[src/rtl/fmap_streamer.sv]
// Raster-stream source: reads a WIDTH x HEIGHT feature map from a frame RAM
// with 1-cycle read latency and emits it row-major as a valid/ready stream
// with sof/eol/eof markers. A 2-entry skid buffer absorbs the read latency
// under backpressure; the in-flight return is forwarded straight to the
// output when the buffer is empty so the first beat appears one cycle after
// its read.
module fmap_streamer #(
  parameter int WIDTH     = 28,
  parameter int HEIGHT    = 28,
  parameter int DATA_BITS = 8,
  parameter int ADDR_BITS = 10
) (
  input  logic                 clk,
  input  logic                 rst,
  input  logic                 start,
  input  logic                 abort,
  input  logic [ADDR_BITS-1:0] base_addr,
  output logic                 mem_rd_en,
  output logic [ADDR_BITS-1:0] mem_addr,
  input  logic [DATA_BITS-1:0] mem_rd_data,
  input  logic                 ready_in,
  output logic [DATA_BITS-1:0] data_out,
  output logic                 valid_out,
  output logic                 sof,
  output logic                 eol,
  output logic                 eof,
  output logic                 busy,
  output logic                 done
);

  localparam int XB = (WIDTH  > 1) ? $clog2(WIDTH)  : 1;
  localparam int YB = (HEIGHT > 1) ? $clog2(HEIGHT) : 1;
  localparam logic [XB-1:0] X_LAST = XB'(WIDTH - 1);
  localparam logic [YB-1:0] Y_LAST = YB'(HEIGHT - 1);
  // Beat entry layout: {sof, eol, eof, data}
  localparam int EB = DATA_BITS + 3;

  typedef enum logic [1:0] {S_IDLE = 2'd0, S_RUN = 2'd1, S_DRAIN = 2'd2} state_t;

  state_t               r_state, w_state_next;
  logic [ADDR_BITS-1:0] r_base, r_idx;
  logic [XB-1:0]        r_x;
  logic [YB-1:0]        r_y;
  logic                 r_busy, r_done;
  logic                 r_inf_valid;
  logic [2:0]           r_inf_tag;
  logic [EB-1:0]        r_buf [0:1];
  logic                 r_wr_ptr, r_rd_ptr;
  logic [1:0]           r_cnt;

  logic          w_abort, w_start_ok, w_rd_last, w_use_buf, w_valid;
  logic          w_xfer, w_push, w_pop, w_last_xfer;
  logic [2:0]    w_rd_tag, w_occ;
  logic [EB-1:0] w_head;

  // Abort only matters once a frame is under way
  assign w_abort    = abort && (r_state != S_IDLE);
  // The done cycle is still busy, so a start there is ignored
  assign w_start_ok = start && (r_state == S_IDLE) && !r_busy;

  assign w_rd_last = (r_x == X_LAST) && (r_y == Y_LAST);
  assign w_rd_tag  = {(r_x == '0) && (r_y == '0), r_x == X_LAST, w_rd_last};

  // Oldest beat is the buffer head; with an empty buffer the RAM return itself
  assign w_use_buf   = (r_cnt != 2'd0);
  assign w_head      = w_use_buf ? r_buf[r_rd_ptr] : {r_inf_tag, mem_rd_data};
  assign w_valid     = w_use_buf || r_inf_valid;
  assign w_xfer      = w_valid && ready_in;
  assign w_last_xfer = w_xfer && w_head[DATA_BITS];
  // Beats that will still be held after this cycle's transfer
  assign w_occ  = {1'b0, r_cnt} + {2'b00, r_inf_valid} - {2'b00, w_xfer};
  // A return is buffered unless it is consumed directly this cycle
  assign w_push = r_inf_valid && !(!w_use_buf && w_xfer);
  assign w_pop  = w_xfer && w_use_buf;

  assign valid_out = w_valid;
  assign data_out  = w_valid ? w_head[DATA_BITS-1:0] : '0;
  assign sof       = w_valid && w_head[DATA_BITS+2];
  assign eol       = w_valid && w_head[DATA_BITS+1];
  assign eof       = w_valid && w_head[DATA_BITS];
  assign busy      = r_busy;
  assign done      = r_done;

  // State register
  always_ff @(posedge clk or posedge rst) begin
    if (rst) r_state <= S_IDLE;
    else     r_state <= w_state_next;
  end

  // Next-state logic
  always_comb begin
    w_state_next = r_state;
    case (r_state)
      S_IDLE:  if (w_start_ok) w_state_next = S_RUN;
      S_RUN:   if (w_abort) w_state_next = S_IDLE;
               else if (mem_rd_en && w_rd_last) w_state_next = S_DRAIN;
      S_DRAIN: if (w_abort || w_last_xfer) w_state_next = S_IDLE;
      default: w_state_next = S_IDLE;
    endcase
  end

  // Read issue: never more than two beats held or in flight
  always_comb begin
    mem_rd_en = 1'b0;
    mem_addr  = '0;
    if (r_state == S_RUN && !w_abort && w_occ < 3'd2) begin
      mem_rd_en = 1'b1;
      mem_addr  = r_base + r_idx;
    end
  end

  // Read-side raster counters and base address
  always_ff @(posedge clk or posedge rst) begin
    if (rst) begin
      r_base <= '0;
      r_idx  <= '0;
      r_x    <= '0;
      r_y    <= '0;
    end else if (w_start_ok) begin
      r_base <= base_addr;
      r_idx  <= '0;
      r_x    <= '0;
      r_y    <= '0;
    end else if (mem_rd_en) begin
      r_idx <= r_idx + ADDR_BITS'(1);
      if (r_x == X_LAST) begin
        r_x <= '0;
        r_y <= r_y + YB'(1);
      end else begin
        r_x <= r_x + XB'(1);
      end
    end
  end

  // Busy spans start acceptance through the done pulse
  always_ff @(posedge clk or posedge rst) begin
    if (rst) begin
      r_busy <= 1'b0;
      r_done <= 1'b0;
    end else begin
      r_done <= w_last_xfer && !w_abort && (r_state != S_IDLE);
      if (w_start_ok)           r_busy <= 1'b1;
      else if (w_abort || r_done) r_busy <= 1'b0;
    end
  end

  // In-flight stage: tags follow the read until its data returns
  always_ff @(posedge clk or posedge rst) begin
    if (rst) begin
      r_inf_valid <= 1'b0;
      r_inf_tag   <= '0;
    end else if (w_abort) begin
      r_inf_valid <= 1'b0;
      r_inf_tag   <= '0;
    end else begin
      r_inf_valid <= mem_rd_en;
      r_inf_tag   <= w_rd_tag;
    end
  end

  // Skid buffer occupancy and pointers
  always_ff @(posedge clk or posedge rst) begin
    if (rst) begin
      r_cnt    <= '0;
      r_wr_ptr <= 1'b0;
      r_rd_ptr <= 1'b0;
    end else if (w_abort) begin
      r_cnt    <= '0;
      r_wr_ptr <= 1'b0;
      r_rd_ptr <= 1'b0;
    end else begin
      r_cnt <= r_cnt + {1'b0, w_push} - {1'b0, w_pop};
      if (w_push) r_wr_ptr <= ~r_wr_ptr;
      if (w_pop)  r_rd_ptr <= ~r_rd_ptr;
    end
  end

  generate
    for (genvar gi = 0; gi < 2; gi++) begin : g_buf
      // Skid buffer entry gi captures the RAM return with its tags
      always_ff @(posedge clk or posedge rst) begin
        if (rst)                              r_buf[gi] <= '0;
        else if (w_push && r_wr_ptr == 1'(gi)) r_buf[gi] <= {r_inf_tag, mem_rd_data};
      end
    end
  endgenerate

endmodule

[config.mk]
export PLATFORM = sky130hd
export DESIGN_NAME = fmap_streamer
export DESIGN_NICKNAME = d
export VERILOG_FILES = /design/src/rtl/fmap_streamer.sv
export SDC_FILE = /design/constraint.sdc
export NUM_CORES = 1
export LEC_CHECK = 0
export ABC_AREA = 0
export CAP_MARGIN = 0
export CORE_AREA = 5 5 173 92
export CTS_CLUSTER_SIZE = 16
export DETAILED_ROUTE_END_ITERATION = 12
export DIE_AREA = 0 0 178 97
export PLACE_DENSITY_LB_ADDON = 0.08
export SYNTH_ARGS = -nofsm -noshare
export SYNTH_HDL_FRONTEND = slang
export SYNTH_SLANG_ARGS = --single-unit
export TNS_END_PERCENT = 50
[constraint.sdc]
create_clock -name clk -period 3 [get_ports clk]
set_input_delay 0.3 -clock clk [delete_from_list [all_inputs] [get_ports clk]]
set_output_delay 0.3 -clock clk [all_outputs]
set_load 0.02 [all_outputs]
==> results of run 1 <==
-- cell usage after synthesis (2+ instances only) --
cell / n
clkbuf_1: 7
fa_1: 2
nand2_1: 48
xnor2_1: 7
o31ai_1: 2
nand4b_1: 3
mux2_2: 22
ha_1: 16
xor2_1: 11
nor2b_1: 5
buf_1: 2
nand4_1: 4
nand3_1: 21
a21o_1: 6
nor2_1: 25
dfrtp_1: 64
a31oi_1: 2
or4b_2: 2
and2_1: 2
mux2i_1: 12
a21oi_1: 14
or3_1: 5
and3_1: 2
nor3_1: 8
o21ai_0: 21
buf_2: 3
nand3b_1: 3
a211oi_1: 3
nand2b_1: 2
inv_1: 9
-- kinds of logic after synthesis --
family / count (synthesis) / synth area share
simple gates: 136 / 0.200
flops: 64 / 0.461
compound gates: 53 / 0.0886
mux: 34 / 0.106
buf+inv: 22 / 0.0256
xor+xnor: 19 / 0.0501
fa+ha+maj: 18 / 0.0692
-- state kept, by name, summed over array words and instances, names as in the netlist --
register,flops
r_buf,22
r_base,10
r_idx,10
r_x,5
r_y,5
r_inf_tag,3
r_cnt,2
r_state,2
busy,1
done,1
r_inf_valid,1
r_rd_ptr,1
r_wr_ptr,1
-- final cells by class --
type	count	area [sq um]	share of cell area
inverter	10	40.0	0.00843
tap	198	248	0.0521
multi-input combinational	261	1830	0.385
timing repair buffer	75	686	0.144
clock buffer	9	225	0.0474
sequential	64	1600	0.337
clock inverter	7	120	0.0253
-- what timing repair did --
action	in CTS	in global routing
setup endpoints to repair	11	8
pin swaps	2	1
endpoints found under the hold margin	0	0
resized for setup	30	5
gates cloned	1	0
buffers inserted	4	0
-- per-stage QoR --
stage	util	instance area, sq um	setup TNS (ps)	cells	total power, mW
final	0.336	4750	0	624	4.17
after floorplan	-	3470	0	346	2.25
after detailed placement	0.307	4350	-777	604	2.91
after CTS	0.335	4740	-173	625	4.22
after global placement	0.307	4350	-545	604	2.90
after global routing	0.336	4750	0	624	4.45
-- power groups by stage --
| stage | logic (mW) | registers [mW] | clock network, mW |
|---|---|---|---|
| global route | 1.84 | 1.34 | 1.27 |
| finish | 1.66 | 1.31 | 1.20 |
| CTS | 1.67 | 1.31 | 1.24 |
| detailed placement | 1.58 | 1.32 | 0 |
| global placement | 1.58 | 1.32 | 0 |
| floorplan | 0.983 | 1.27 | 0 |
-- worst max-delay path by stage --
stage / end
2_1_floorplan: mem_addr[7]
3_3_place_gp: mem_addr[7]
3_5_place_dp: mem_addr[4]
4_1_cts: mem_addr[9]
5_1_grt: mem_addr[4]
6_report: mem_addr[4]
-- per-layer routing --
metal	track usage	part of all wire	wire, um	vias to the layer above
li1	-	-	-	1361
met1	0.189	0.59	5570	1317
met2	0.141	0.37	3520	44
met3	0.0335	0.039	375	4
met4	0.0249	0.0049	47	0
met5	0	0	0	-
-- worst reg2reg max path, stage by stage (launching register included) --
cell,delay [ps]
dfrtp_1,380
or3_1,380
nor2b_1,160
fa_2,620
nand3_4,180
inv_4,130
buf_12,110
buf_4,180
nand2_4,60
or3_1,340
a21oi_1,140
==> impl_metrics.py, run 1 <==
metrics = {
    "synthesis": {
        "synth_top_cell_area_share": 0.461,
        "ys_ff_latch": 64,
        "synthArstFlopShare": 1.00,
        "synthesis.nets": 387,
        "yosysWarnings": 0,
        "synth-edff-count": 0,
        "synth_top_cell_by_area": "dfrtp_1",
        "ys_seq_area_frac": 0.461,
        "synth_ff_type": "dfrtp_1",
        "syn_inst": 346,
        "synth_area_sq_um": 3470,
        "synthTopCellsByArea": "dfrtp_1, mux2_2, ha_1",
        "synth_area_per_cell_sq_um": 10.0,
        "yosysUniqueCellTypes": 43,
    },
    "drt": {
        "viasPerCell": 4.37,
        "drt_iter0_drc": 130,
        "routed_wl_um": 9520,
        "drcViolationCount": 0,
        "vias": 2726,
        "final_antenna_net_count": 0,
        "first_pass_iters": 4,
        "wl_per_cell_um": 15.2,
    },
    "critical_path": {
        "max_stage_delay_ps": 620,
        "crit_chain": "or3_1, nor2b_1, fa_2, nand3_4, buf_6, nor3_1, buf_2",
        "endpoint_kind": "output port",
        "rr_startpoint": "r_cnt[0]",
        "worst_ep_required_time_ps": 2700,
        "critical_path_class": "reg2out",
        "cp_num_buf_inv": 2,
        "reg2reg_slack_ps": 240,
        "crit_cells": 7,
        "r2r_end": "r_y[3]",
        "crit_arrival_ps": 2580,
        "crit_family": "simple AND/OR/NAND/NOR gates",
        "worstRegToRegCells": 10,
        "crit_slowest_cell": "fa_2",
        "startpoint": "r_cnt[0]",
        "path_max_fanout": 5,
        "startpoint_type": "flop",
    },
    "clock_network": {
        "htreeDepth": 3,
        "cts-root-buf": "clkbuf_16",
        "path_clk_slew_ps": 60,
        "clock_path_buffers": 2,
        "cts_hold_buf": 0,
        "cts_tree": "yes",
        "clock_latency_ps": 330,
        "cts_sinks": 64,
        "numCtsBuffers": 9,
    },
    "timing": {
        "clock.fmax_ghz": 0.347,
        "tightest_slew_ps": 764,
        "slew_violations": 0,
        "slew_headroom": 0.489,
        "layout_setup_ws_ps": 121,
        "grt_setup_unrepaired": "no",
        "hold_viol": 0,
        "period_share": 0.960,
        "fin_skew_ps": 9.52,
        "fin_crit_ps": 2880,
        "finalSetupViolations": 0,
        "whs_ps": 173,
    },
    "global_route": {
        "grt_max_degree": 35,
        "grt_pass1_vias": 2759,
        "grt_pass1_wl_um": 15400,
        "grt_usage": 0.115,
        "antenna_found_initial": 0,
        "grt_remaining_overflow": 0,
    },
    "power": {
        "switchingPower_mw": 1.45,
        "ir_drop_v": 0.000298,
        "internal_power_mw": 2.72,
        "combinationalPowerShare": 0.397,
        "p_clk_frac": 0.289,
        "switching_share": 0.347,
        "power_density_nw_per_um2": 878,
        "leakage_nw": 2.22,
        "seqPwrFrac": 0.314,
    },
    "floorplanning": {
        "num_rows": 31,
        "initial_utilization": 0.245,
        "ios": 48,
        "fp.dieW_um": 178,
        "coreArea_sq_um": 14200,
        "dieArea_sq_um": 17300,
        "die_y_um": 97,
    },
    "finish": {
        "nets": 462,
        "synthToLayoutAreaGrowth_pct": 36.8,
        "drive_above_1_share": 0.202,
        "fill_cells": 1449,
        "antennaDiodeCount": 0,
        "final_common_cell": "dfrtp_1",
        "layout_common_cells": "dfrtp_1, nand2_1, clkdlybuf4s50_1",
    },
    "placement": {
        "finalWeightedCongestion": 0.796,
        "dp_worst_setup_slack_ps": -119,
        "hpwlAfterDp_um": 6910,
        "portBuffers": 47,
    },
    "outcome": {
        "status": "finished, final reports clean",
    },
    "worst_hold_path": {
        "worstHoldPathType": "in2async",
    },
    "job": {
        "drv_cap": 0,
    },
}
No activity file was read; power rests on OpenSTA's default activity.
==> inputs of run 2 (changes only) <==
Settings changed: CORE_AREA 5 5 173 92 to 5 5 159 85, DIE_AREA 0 0 178 97 to 0 0 164 90.
Clock period 3 ns to 2.7 ns, I/O delays scaled along.
==> impl_metrics.py, run 2 (same netlist as run 1, synthesis figures left out) <==
metrics = {
    "clock_network": {
        "cts_sinks": 64,
        "htreeDepth": 3,
        "path_clk_slew_ps": 60,
        "clock_path_buffers": 2,
        "clock_latency_ps": 330,
        "cts-root-buf": "clkbuf_16",
        "numCtsBuffers": 9,
        "cts_tree": "yes",
    },
    "global_route": {
        "grt_usage": 0.137,
        "antenna_found_initial": 0,
        "grt_pass1_wl_um": 15500,
        "grt_max_degree": 65,
        "grt_pass1_vias": 2842,
        "grt_remaining_overflow": 0,
    },
    "drt": {
        "drcViolationCount": 0,
        "first_pass_iters": 4,
        "viasPerCell": 4.59,
        "vias": 2784,
        "routed_wl_um": 9250,
        "drt_iter0_drc": 116,
        "final_antenna_net_count": 0,
        "wl_per_cell_um": 15.3,
    },
    "floorplanning": {
        "num_rows": 29,
        "initial_utilization": 0.287,
        "coreArea_sq_um": 12100,
        "dieArea_sq_um": 14800,
        "die_y_um": 90,
        "fp.dieW_um": 164,
        "ios": 48,
    },
    "placement": {
        "place_area_sq_um": 4390,
        "dp_worst_setup_slack_ps": -334,
        "hpwlAfterDp_um": 6490,
        "portBuffers": 47,
        "placedCellCount": 583,
        "finalWeightedCongestion": 0.703,
    },
    "power": {
        "leakage_nw": 2.26,
        "ir_drop_v": 0.000295,
        "power_density_nw_per_um2": 983,
    },
    "outcome": {
        "status": "finished, final reports clean",
    },
    "finish": {
        "antennaDiodeCount": 0,
        "layout_common_cells": "dfrtp_1, nand2_1, buf_4",
        "reg.largest.list": "r_buf x22, r_base x10, r_idx x10",
        "fill_cells": 1217,
        "finalNonFillerCells": 606,
        "largest_reg_flops": 22,
        "synthToLayoutAreaGrowth_pct": 39.9,
        "seq_area_sq_um": 1600,
        "top_register": "r_buf",
        "nets": 472,
        "multi_input_area_sq_um": 1910,
        "drive_above_1_share": 0.261,
        "final_common_cell": "dfrtp_1",
        "fin_area_sq_um": 4860,
    },
    "timing": {
        "clock.fmax_ghz": 0.375,
        "period_share": 0.988,
        "slew_headroom": 0.488,
        "finalSetupViolations": 0,
        "fin_skew_ps": 5.51,
        "tightest_slew_ps": 765,
        "hold_viol": 0,
        "fin_crit_ps": 2670,
        "grt_setup_unrepaired": "yes",
        "layout_setup_ws_ps": 33.5,
        "slew_violations": 0,
    },
    "critical_path": {
        "worst_ep_required_time_ps": 2430,
        "worstRegToRegCells": 11,
        "r2r_end": "r_y[3]",
        "crit_arrival_ps": 2400,
        "endpoint_kind": "output port",
        "path_max_fanout": 5,
        "critical_path_class": "reg2out",
        "reg2reg_slack_ps": 90,
        "startpoint_type": "flop",
        "rr_startpoint": "r_inf_valid",
    },
    "worst_hold_path": {
        "worstHoldPathType": "in2async",
    },
    "job": {
        "drv_cap": 0,
    },
}
run 2: changes by cell type in the layout (fill, tap and decap cells not counted), moves of 3 or more:
cell / previous run / this run
buf_4: 25 / 42
dlygate4sd2_1: 4 / 0
nor3_1: 8 / 5
nor3_2: 0 / 3
run 2: area by class of cell:
type / instances / share of cell area
clock inverter: 7 / 0.0247
multi-input combinational: 261 / 0.393
clock buffer: 9 / 0.0464
sequential: 64 / 0.330
tap: 170 / 0.0438
timing repair buffer: 85 / 0.155
inverter: 10 / 0.00824
run 2: through the flow:
step,power (mW),utilization,setup TNS [ps],hold WS (ps)
finish,4.77,0.401,0,320
global route,5.12,0.401,-529,368
CTS,4.82,0.397,0,341
detailed placement,3.24,0.362,-3280,469
global placement,3.22,0.362,-3260,470
floorplan,2.51,-,0,333
run 2: timing repair:
action / 4_1_cts / 5_1_grt
pin swaps: 9 / 8
cloned: 1 / 0
gates resized for setup: 64 / 12
hold buffers: 0 / 0
endpoints found under the setup margin: 12 / 14
buffers inserted: 5 / 2
run 2: worst max-delay path by stage:
stage	start	to	slack, ps	cells after the start
2_1_floorplan	r_cnt[1]	mem_addr[5]	20	7
3_3_place_gp	ready_in	mem_addr[0]	-340	9
3_5_place_dp	ready_in	mem_addr[0]	-330	9
4_1_cts	r_inf_valid	mem_addr[1]	0.5	9
5_1_grt	r_inf_valid	mem_addr[5]	-90	8
6_report	r_inf_valid	mem_addr[1]	30	9
run 2: critical path, stage by stage, from the launching register on:
cell and delay (ps):
dfrtp_1 370, or3_4 390, nor2b_4 130, fa_2 380, xnor2_4 180, buf_6 120
nand3_4 120, inv_4 120, and2_4 140, buf_6 110
run 2: report_power, final:
part | internal (mW) | switching [mW]
Sequential | 1.23 | 0.241
Clock | 0.903 | 0.446
Combinational | 0.986 | 0.968
run 2: per-layer routing:
| metal | share of wire | wire length (um) | GRT usage |
|---|---|---|---|
| met5 | 0 | 0 | 0 |
| met4 | 0.011 | 102 | 0.0377 |
| met3 | 0.051 | 476 | 0.0475 |
| met2 | 0.38 | 3470 | 0.168 |
| met1 | 0.56 | 5200 | 0.219 |
